$ cat src/rtl/regfile_wb_scheduler_pkg.sv
// Shared types for the writeback scheduler: FSM state, pending-destination
// record and the architectural link register index.
package wb_sched_pkg;

    typedef enum logic [1:0] {
        IDLE = 2'd0,
        BUSY = 2'd1,
        WB   = 2'd2
    } sched_state_t;

    typedef struct packed {
        logic       valid;
        logic       fp;
        logic [4:0] rd;
    } pend_rec_t;

    localparam logic [4:0] GPR_LINK_REG = 5'd31;

endpackage

$ cat src/rtl/regfile_wb_scheduler_if.sv
// ID-stage <-> writeback scheduler bundle. The ID side is the master and the
// scheduler is the slave. Optional stall statistics (STALL_STATS_EN) add
// three counters on the slave side.
interface regfile_wb_scheduler_if;
    logic       issue_valid;
    logic       issue_long;
    logic       issue_wr;
    logic       issue_fp_dst;
    logic [4:0] issue_rd;
    logic [4:0] issue_rs;
    logic       issue_rs_fp;
    logic [4:0] issue_rt;
    logic       issue_rt_fp;
    logic       issue_rt_used;
    logic [3:0] issue_lat;

    logic       stall;
    logic       busy;
    logic       long_start;
    logic       long_wb;
    logic       long_wb_fp;
    logic [4:0] long_wb_rd;
`ifdef STALL_STATS_EN
    logic [31:0] stat_hazard_cnt;
    logic [31:0] stat_struct_cnt;
    logic [31:0] stat_port_cnt;
`endif

    modport master (
        output issue_valid, issue_long, issue_wr, issue_fp_dst, issue_rd,
               issue_rs, issue_rs_fp, issue_rt, issue_rt_fp, issue_rt_used,
               issue_lat,
        input  stall, busy, long_start, long_wb, long_wb_fp, long_wb_rd
`ifdef STALL_STATS_EN
        , input stat_hazard_cnt, stat_struct_cnt, stat_port_cnt
`endif
    );

    modport slave (
        input  issue_valid, issue_long, issue_wr, issue_fp_dst, issue_rd,
               issue_rs, issue_rs_fp, issue_rt, issue_rt_fp, issue_rt_used,
               issue_lat,
        output stall, busy, long_start, long_wb, long_wb_fp, long_wb_rd
`ifdef STALL_STATS_EN
        , output stat_hazard_cnt, stat_struct_cnt, stat_port_cnt
`endif
    );
endinterface

$ cat src/rtl/regfile_wb_scheduler_lat_counter.sv
// Long-op latency down-counter: load, decrement, terminal-count (cnt==1).
module wb_lat_counter #(
    parameter int CW = 4
) (
    input  logic          clk,
    input  logic          reset,
    input  logic          i_load,
    input  logic [CW-1:0] i_load_val,
    input  logic          i_dec,
    output logic          o_tc
);
    logic [CW-1:0] r_cnt;

    // Load has priority; decrement never wraps below zero.
    always_ff @(posedge clk) begin
        if (reset)
            r_cnt <= '0;
        else if (i_load)
            r_cnt <= i_load_val;
        else if (i_dec && (r_cnt != '0))
            r_cnt <= r_cnt - CW'(1);
    end

    assign o_tc = (r_cnt == CW'(1));
endmodule

$ cat src/rtl/regfile_wb_scheduler.sv
// Issue/writeback scheduler: tracks one in-flight long-latency op, stalls ID
// on hazards against its destination and on write-port conflicts in its
// writeback cycle, and drives the long unit start / writeback strobes.
// Optional feature macro: STALL_STATS_EN (stall-cause counters).
module regfile_wb_scheduler
    import wb_sched_pkg::*;
#(
    parameter int MAX_LAT            = 15,
    parameter bit GPR_ZERO_HARDWIRED = 1'b1
) (
    input  logic                    clk,
    input  logic                    reset,
    regfile_wb_scheduler_if.slave   bus
);
    localparam int CW = $clog2(MAX_LAT + 1);

    sched_state_t  r_state;
    sched_state_t  w_state_nxt;
    pend_rec_t     r_pend;
    logic          r_last_fp;
    logic [4:0]    r_last_rd;
    logic [CW-1:0] w_lat;
    logic          w_in_busy, w_in_wb;
    logic          w_hazard, w_s1, w_s2, w_s3;
    logic          w_accept, w_start, w_cnt_tc, w_lat_one, w_dst_r0;

    assign w_in_busy = (r_state == BUSY);
    assign w_in_wb   = (r_state == WB);

    // Effective latency: 0 behaves as 1, oversize values clamp to MAX_LAT.
    always_comb begin
        if (bus.issue_lat == 4'd0)
            w_lat = CW'(1);
        else if (int'(bus.issue_lat) > MAX_LAT)
            w_lat = CW'(MAX_LAT);
        else
            w_lat = CW'(bus.issue_lat);
    end
    assign w_lat_one = (w_lat == CW'(1));

    // Register-level RAW/WAW match against the pending destination.
    always_comb begin
        w_hazard = 1'b0;
        if (r_pend.valid) begin
            if ((bus.issue_rs == r_pend.rd) && (bus.issue_rs_fp == r_pend.fp))
                w_hazard = 1'b1;
            if (bus.issue_rt_used && (bus.issue_rt == r_pend.rd) &&
                (bus.issue_rt_fp == r_pend.fp))
                w_hazard = 1'b1;
            if (bus.issue_wr && (bus.issue_rd == r_pend.rd) &&
                (bus.issue_fp_dst == r_pend.fp))
                w_hazard = 1'b1;
        end
    end

    // S1 data hazard, S2 unit busy, S3 write port taken by the long result.
    assign w_s1 = (w_in_busy | w_in_wb) & w_hazard;
    assign w_s2 = bus.issue_long & w_in_busy;
    assign w_s3 = w_in_wb & bus.issue_wr & ~bus.issue_long &
                  (bus.issue_fp_dst == r_pend.fp);

    assign bus.stall      = bus.issue_valid & (w_s1 | w_s2 | w_s3);
    assign w_accept       = bus.issue_valid & ~bus.stall;
    assign w_start        = w_accept & bus.issue_long;
    assign bus.long_start = w_start;

    // Latency 1 goes straight to WB; longer ops count down L-1 BUSY cycles.
    wb_lat_counter #(.CW(CW)) u_cnt (
        .clk        (clk),
        .reset      (reset),
        .i_load     (w_start & ~w_lat_one),
        .i_load_val (w_lat - CW'(1)),
        .i_dec      (w_in_busy),
        .o_tc       (w_cnt_tc)
    );

    // Next-state: IDLE and WB both launch a new op; WB otherwise retires.
    always_comb begin
        w_state_nxt = r_state;
        unique case (r_state)
            IDLE, WB: begin
                if (w_start)
                    w_state_nxt = w_lat_one ? WB : BUSY;
                else
                    w_state_nxt = IDLE;
            end
            BUSY:     if (w_cnt_tc) w_state_nxt = WB;
            default:  w_state_nxt = IDLE;
        endcase
    end

    // State register; reset abandons any in-flight op.
    always_ff @(posedge clk) begin
        if (reset)
            r_state <= IDLE;
        else
            r_state <= w_state_nxt;
    end

    // Pending record: reloaded on every long launch, invalidated on retire.
    // A write to hardwired r0 never needs tracking or writeback.
    assign w_dst_r0 = GPR_ZERO_HARDWIRED & ~bus.issue_fp_dst & (bus.issue_rd == 5'd0);

    always_ff @(posedge clk) begin
        if (reset) begin
            r_pend <= '0;
        end else if (w_start) begin
            r_pend.valid <= bus.issue_wr & ~w_dst_r0;
            if (bus.issue_wr) begin
                r_pend.fp <= bus.issue_fp_dst;
                r_pend.rd <= bus.issue_rd;
            end
        end else if (w_in_wb) begin
            r_pend.valid <= 1'b0;
        end
    end

    // Remember the last writeback target so the port outputs hold outside WB.
    always_ff @(posedge clk) begin
        if (reset) begin
            r_last_fp <= 1'b0;
            r_last_rd <= 5'd0;
        end else if (w_in_wb) begin
            r_last_fp <= r_pend.fp;
            r_last_rd <= r_pend.rd;
        end
    end

    assign bus.busy       = (r_state != IDLE);
    assign bus.long_wb    = w_in_wb & r_pend.valid;
    assign bus.long_wb_fp = w_in_wb ? r_pend.fp : r_last_fp;
    assign bus.long_wb_rd = w_in_wb ? r_pend.rd : r_last_rd;

`ifdef STALL_STATS_EN
    logic [31:0] r_stat_hazard, r_stat_struct, r_stat_port;

    // One count per stall cycle, attributed S1 > S2 > S3, saturating.
    always_ff @(posedge clk) begin
        if (reset) begin
            r_stat_hazard <= '0;
            r_stat_struct <= '0;
            r_stat_port   <= '0;
        end else if (bus.stall) begin
            if (w_s1) begin
                if (r_stat_hazard != '1) r_stat_hazard <= r_stat_hazard + 32'd1;
            end else if (w_s2) begin
                if (r_stat_struct != '1) r_stat_struct <= r_stat_struct + 32'd1;
            end else begin
                if (r_stat_port != '1)   r_stat_port   <= r_stat_port + 32'd1;
            end
        end
    end

    assign bus.stat_hazard_cnt = r_stat_hazard;
    assign bus.stat_struct_cnt = r_stat_struct;
    assign bus.stat_port_cnt   = r_stat_port;
`endif
endmodule

$ cat src/flat_wrapper.sv
// flat-port wrapper written by rule: the top's interface ports become plain ports
module regfile_wb_scheduler_flat import wb_sched_pkg::*;
#(
    parameter int MAX_LAT            = 15,
    parameter bit GPR_ZERO_HARDWIRED = 1'b1
)
  (clk, reset, bus_issue_valid, bus_issue_long, bus_issue_wr, bus_issue_fp_dst, bus_issue_rd, bus_issue_rs, bus_issue_rs_fp, bus_issue_rt, bus_issue_rt_fp, bus_issue_rt_used, bus_issue_lat, bus_stall, bus_busy, bus_long_start, bus_long_wb, bus_long_wb_fp, bus_long_wb_rd);
  regfile_wb_scheduler_if bus_i ();
  input  logic clk;
  input  logic reset;
  input wire logic [$bits(bus_i.issue_valid)-1:0] bus_issue_valid;
  input wire logic [$bits(bus_i.issue_long)-1:0] bus_issue_long;
  input wire logic [$bits(bus_i.issue_wr)-1:0] bus_issue_wr;
  input wire logic [$bits(bus_i.issue_fp_dst)-1:0] bus_issue_fp_dst;
  input wire logic [$bits(bus_i.issue_rd)-1:0] bus_issue_rd;
  input wire logic [$bits(bus_i.issue_rs)-1:0] bus_issue_rs;
  input wire logic [$bits(bus_i.issue_rs_fp)-1:0] bus_issue_rs_fp;
  input wire logic [$bits(bus_i.issue_rt)-1:0] bus_issue_rt;
  input wire logic [$bits(bus_i.issue_rt_fp)-1:0] bus_issue_rt_fp;
  input wire logic [$bits(bus_i.issue_rt_used)-1:0] bus_issue_rt_used;
  input wire logic [$bits(bus_i.issue_lat)-1:0] bus_issue_lat;
  output wire logic [$bits(bus_i.stall)-1:0] bus_stall;
  output wire logic [$bits(bus_i.busy)-1:0] bus_busy;
  output wire logic [$bits(bus_i.long_start)-1:0] bus_long_start;
  output wire logic [$bits(bus_i.long_wb)-1:0] bus_long_wb;
  output wire logic [$bits(bus_i.long_wb_fp)-1:0] bus_long_wb_fp;
  output wire logic [$bits(bus_i.long_wb_rd)-1:0] bus_long_wb_rd;
  assign bus_i.issue_valid = bus_issue_valid;
  assign bus_i.issue_long = bus_issue_long;
  assign bus_i.issue_wr = bus_issue_wr;
  assign bus_i.issue_fp_dst = bus_issue_fp_dst;
  assign bus_i.issue_rd = bus_issue_rd;
  assign bus_i.issue_rs = bus_issue_rs;
  assign bus_i.issue_rs_fp = bus_issue_rs_fp;
  assign bus_i.issue_rt = bus_issue_rt;
  assign bus_i.issue_rt_fp = bus_issue_rt_fp;
  assign bus_i.issue_rt_used = bus_issue_rt_used;
  assign bus_i.issue_lat = bus_issue_lat;
  assign bus_stall = bus_i.stall;
  assign bus_busy = bus_i.busy;
  assign bus_long_start = bus_i.long_start;
  assign bus_long_wb = bus_i.long_wb;
  assign bus_long_wb_fp = bus_i.long_wb_fp;
  assign bus_long_wb_rd = bus_i.long_wb_rd;
  regfile_wb_scheduler #(.MAX_LAT(MAX_LAT), .GPR_ZERO_HARDWIRED(GPR_ZERO_HARDWIRED)) u_core (.clk(clk), .reset(reset), .bus(bus_i));
endmodule
$ cat config.mk
export PLATFORM = sky130hd
export DESIGN_NAME = regfile_wb_scheduler_flat
export DESIGN_NICKNAME = d
export VERILOG_FILES = /design/src/rtl/regfile_wb_scheduler_pkg.sv /design/src/rtl/regfile_wb_scheduler_if.sv /design/src/rtl/regfile_wb_scheduler_lat_counter.sv /design/src/rtl/regfile_wb_scheduler.sv /design/src/flat_wrapper.sv
export SDC_FILE = /design/constraint.sdc
export NUM_CORES = 1
export LEC_CHECK = 0
export CAP_MARGIN = 30
export CORE_UTILIZATION = 30
export CTS_BUF_LIST = sky130_fd_sc_hd__clkbuf_2 sky130_fd_sc_hd__clkbuf_4 sky130_fd_sc_hd__clkbuf_8
export DETAILED_ROUTE_END_ITERATION = 8
export SLEW_MARGIN = 10
export SYNTH_ARGS = -nofsm -noshare
export SYNTH_HDL_FRONTEND = slang
export SYNTH_SLANG_ARGS = --single-unit
$ cat constraint.sdc
create_clock -name clk -period 2.49 [get_ports clk]
set_input_delay 0.747 -clock clk [delete_from_list [all_inputs] [get_ports clk]]
set_output_delay 0.747 -clock clk [all_outputs]
set_load 0.05 [all_outputs]
==> impl_metrics.env <==
export IMPL_yosysWarningCount=0
export IMPL_mostFrequentLayoutCells="buf_4, dfxtp_1, nand2b_1"
export IMPL_routedWlPerCell_um=12.8
export IMPL_critPathCapture="bus_stall"
export IMPL_crit_slowest_cell="o311a_4"
export IMPL_worst_r2r_cell_count=8
export IMPL_period_share_pct=108
export IMPL_path_cells="buf_2 -> xnor2_2 -> nand4_1 -> nor3_2 -> o311a_4 -> o21a_4 -> buf_12"
export IMPL_worst_slack_ns=-0.200
export IMPL_via_per_inst=4.73
export IMPL_layout_commonest_cell="buf_4"
export IMPL_grt_overflow=0
export IMPL_hold_class="reg -> reg"
export IMPL_initial_core_util_pct=32.3
export IMPL_dr_pass1_iters=4
export IMPL_io_pins=38
export IMPL_r2r_end="u_core.r_pend[2]"
export IMPL_worst_path_largest_cell_delay_ns=0.41
export IMPL_fillerInstances=371
export IMPL_worstMarginPinSlew_ns=0.653
export IMPL_crit_cells=7
export IMPL_synth_cell_area_mm2=0.00133
export IMPL_end_kind="output port"
export IMPL_drv_cap=0
export IMPL_dp_hpwl_um=2720
export IMPL_final_area_mm2=0.00212
export IMPL_n_antenna_cell=0
export IMPL_cts_htree_levels=1
export IMPL_ys_ff_latch=19
export IMPL_grt_pass1_wl_um=5480
export IMPL_post_dp_cell_area_mm2=0.00197
export IMPL_worst_path_dominant_cell_family="compound AO/OA/AOI/OAI gates"
export IMPL_postSynthAreaPerCell_um2=8.92
export IMPL_slew_viol_final=0
export IMPL_synth_ff_type="dfxtp_1"
export IMPL_cts_root_buf="clkbuf_8"
export IMPL_syn_num_nets=185
export IMPL_whs_ns=0.488
export IMPL_holdBufCountCts=0
export IMPL_synthArstFlopShare_pct=0
export IMPL_p_leak_nw=0.915
export IMPL_io_buffers=37
export IMPL_ant_nets=0
export IMPL_maxSlewHeadroom_pct=56.3
export IMPL_die_w_um=68.6
export IMPL_routed_wl_met3_um=171
export IMPL_p_total_mw=0.781
export IMPL_cts_max_path_buffers=2
export IMPL_dr_max_layer_used="met4"
export IMPL_timing_rr_start="u_core.r_pend[2]"
export IMPL_num_rows=23
export IMPL_status="finished, violations left"
export IMPL_drive_above_1_share_pct=42.9
export IMPL_crit_path_start="bus_issue_rs[2]"
export IMPL_clock_skew_ns=0.00303
export IMPL_multi_input_area_mm2=0.00103
export IMPL_num_vias=1263
export IMPL_cp_num_buf_inv=2
export IMPL_worstSetupPathType="in -> out"
export IMPL_grt_setup_unrepaired="true"
export IMPL_hold_viol_final=0
export IMPL_die_h_um=68.6
export IMPL_synth_edf_count=0
export IMPL_cts_tree="built"
export IMPL_dp_worst_setup_slack_ns=-0.702
export IMPL_die_area_mm2=0.00470
export IMPL_vdd_ir_drop_max_mv=0.174
export IMPL_area_growth_pct=59.8
export IMPL_grt_max_degree=23
export IMPL_gp_congestion=0.764
export IMPL_arrival_ns=1.94
export IMPL_reg2reg_slack_ns=0.30
export IMPL_antenna_found_initial=0
export IMPL_met2_length_um=1730
export IMPL_period_minus_slack_ns=2.69
export IMPL_gr_usage_all_layers_pct=15.8
export IMPL_wl_met1_um=1470
export IMPL_seqCellArea_um2=383
export IMPL_grt_pass1_vias=1248
export IMPL_power_density_mw_per_mm2=368
export IMPL_max_freq_ghz=0.372
export IMPL_cts_made_buffers=3
export IMPL_nNetsFinal=254
export IMPL_numClockSinks=19
export IMPL_wl_um=3410
export IMPL_setup_tns_ns=-0.320
export IMPL_drtIter0Drc=26
export IMPL_crit_path_max_fanout=3
export IMPL_cp_required_ns=1.74
export IMPL_ys_types=33
export IMPL_setup_violations=2
export IMPL_core_region_area_mm2=0.00412
export IMPL_syn_inst=149
export IMPL_startpoint_type="input pin"
export IMPL_insertion_delay_ns=0.26
export IMPL_violations="setup timing"
export IMPL_drc=0
export IMPL_clk_pin_slew_worst_paths_ns=0.07
export IMPL_yosysSeqAreaShare_pct=28.6
## synth_stat cells (2+ instances only)
cell | number | share of area [%]
nor4_2 | 2 | 1.9
nor4_1 | 2 | 0.94
a311oi_1 | 2 | 1.3
inv_1 | 8 | 2.3
mux2_2 | 6 | 5.1
o21ai_0 | 4 | 1.5
nand4_1 | 4 | 1.9
mux2i_1 | 6 | 4.5
nand3_1 | 3 | 1.1
nor2b_1 | 7 | 3.3
or2b_1 | 3 | 1.7
nor3_1 | 3 | 1.1
nor2_1 | 7 | 2.0
xnor2_1 | 14 | 9.2
nand2b_1 | 9 | 4.2
dfxtp_1 | 19 | 29
nand2_1 | 8 | 2.3
or2_2 | 3 | 1.4
a21oi_1 | 8 | 3.0
xor2_1 | 7 | 4.6
o31ai_1 | 3 | 1.7
clkbuf_1 | 3 | 0.85
ha_1 | 8 | 7.5
## worst min-delay path: stages, from the launching register on
cell	delay, ns
dfxtp_2	0.34
nand2_1	0.06
a21oi_1	0.05
## area by class of cell
type | instances | share of cell area, %
Clock buffer | 4 | 2.30
Multi-Input combinational cell | 118 | 48.7
Tap cell | 50 | 2.95
Timing Repair Buffer | 68 | 26.6
Sequential cell | 19 | 18.0
Inverter | 8 | 1.41
## repair_timing
| action | 4_1_cts | 5_1_grt |
|---|---|---|
| setup buffers | 5 | 2 |
| resized for setup | 82 | 16 |
| setup endpoints to repair | 9 | 8 |
| pin swaps | 20 | 11 |
## through the flow
step	util [%]	std cells
final	51.6	267
after global routing	51.6	267
after CTS	50.8	265
after detailed placement	47.8	258
after global placement	47.8	258
after floorplan	-	149
## flip-flops by register name, summed over array words and instances (netlist names)
| name | flops |
|---|---|
| u_core.r_state | 2 |
| u_core.r_pend | 7 |
| u_core.r_last_rd | 5 |
| u_core.r_last_fp | 1 |
| u_core.u_cnt.r_cnt | 4 |
## power by group
part           switching [mW]  internal [mW]
Combinational          0.0975          0.121
Clock                   0.104          0.125
Sequential             0.0178          0.316
## cells by family (layout without fill, tap and decap cells)
group / count (synthesis) / after routing / synth area share [%]
AOI/OAI and AO/OA: 22 / 22 / 12.1
adders and majority gates: 8 / 8 / 7.53
buffers and inverters: 12 / 80 / 3.67
xor gates and xnor gates: 22 / 22 / 15.1
and+or+nand+nor: 54 / 54 / 23.4
DFF: 19 / 19 / 28.6
muxes: 12 / 12 / 9.60
## worst min path at each step
stage               depth (start not counted)                end               from  slack (ns)
floorplan                                   2  u_core.r_state[0]  u_core.r_state[0]        0.48
global placement                            2  u_core.r_state[0]  u_core.r_state[0]        0.50
detailed placement                          2  u_core.r_state[0]  u_core.r_state[0]        0.51
CTS                                         2  u_core.r_state[0]  u_core.r_state[0]        0.52
global route                                2  u_core.r_state[0]  u_core.r_state[0]        0.51
finish                                      2  u_core.r_state[0]  u_core.r_state[0]        0.49
## routing by layer
layer / track usage [%] / vias to the layer above
met4: 5.47 / 0
met1: 19.3 / 586
met5: 0 / -
met2: 28.6 / 32
li1: - / 640
met3: 1.48 / 5
Power figures use the tool's default switching activity.
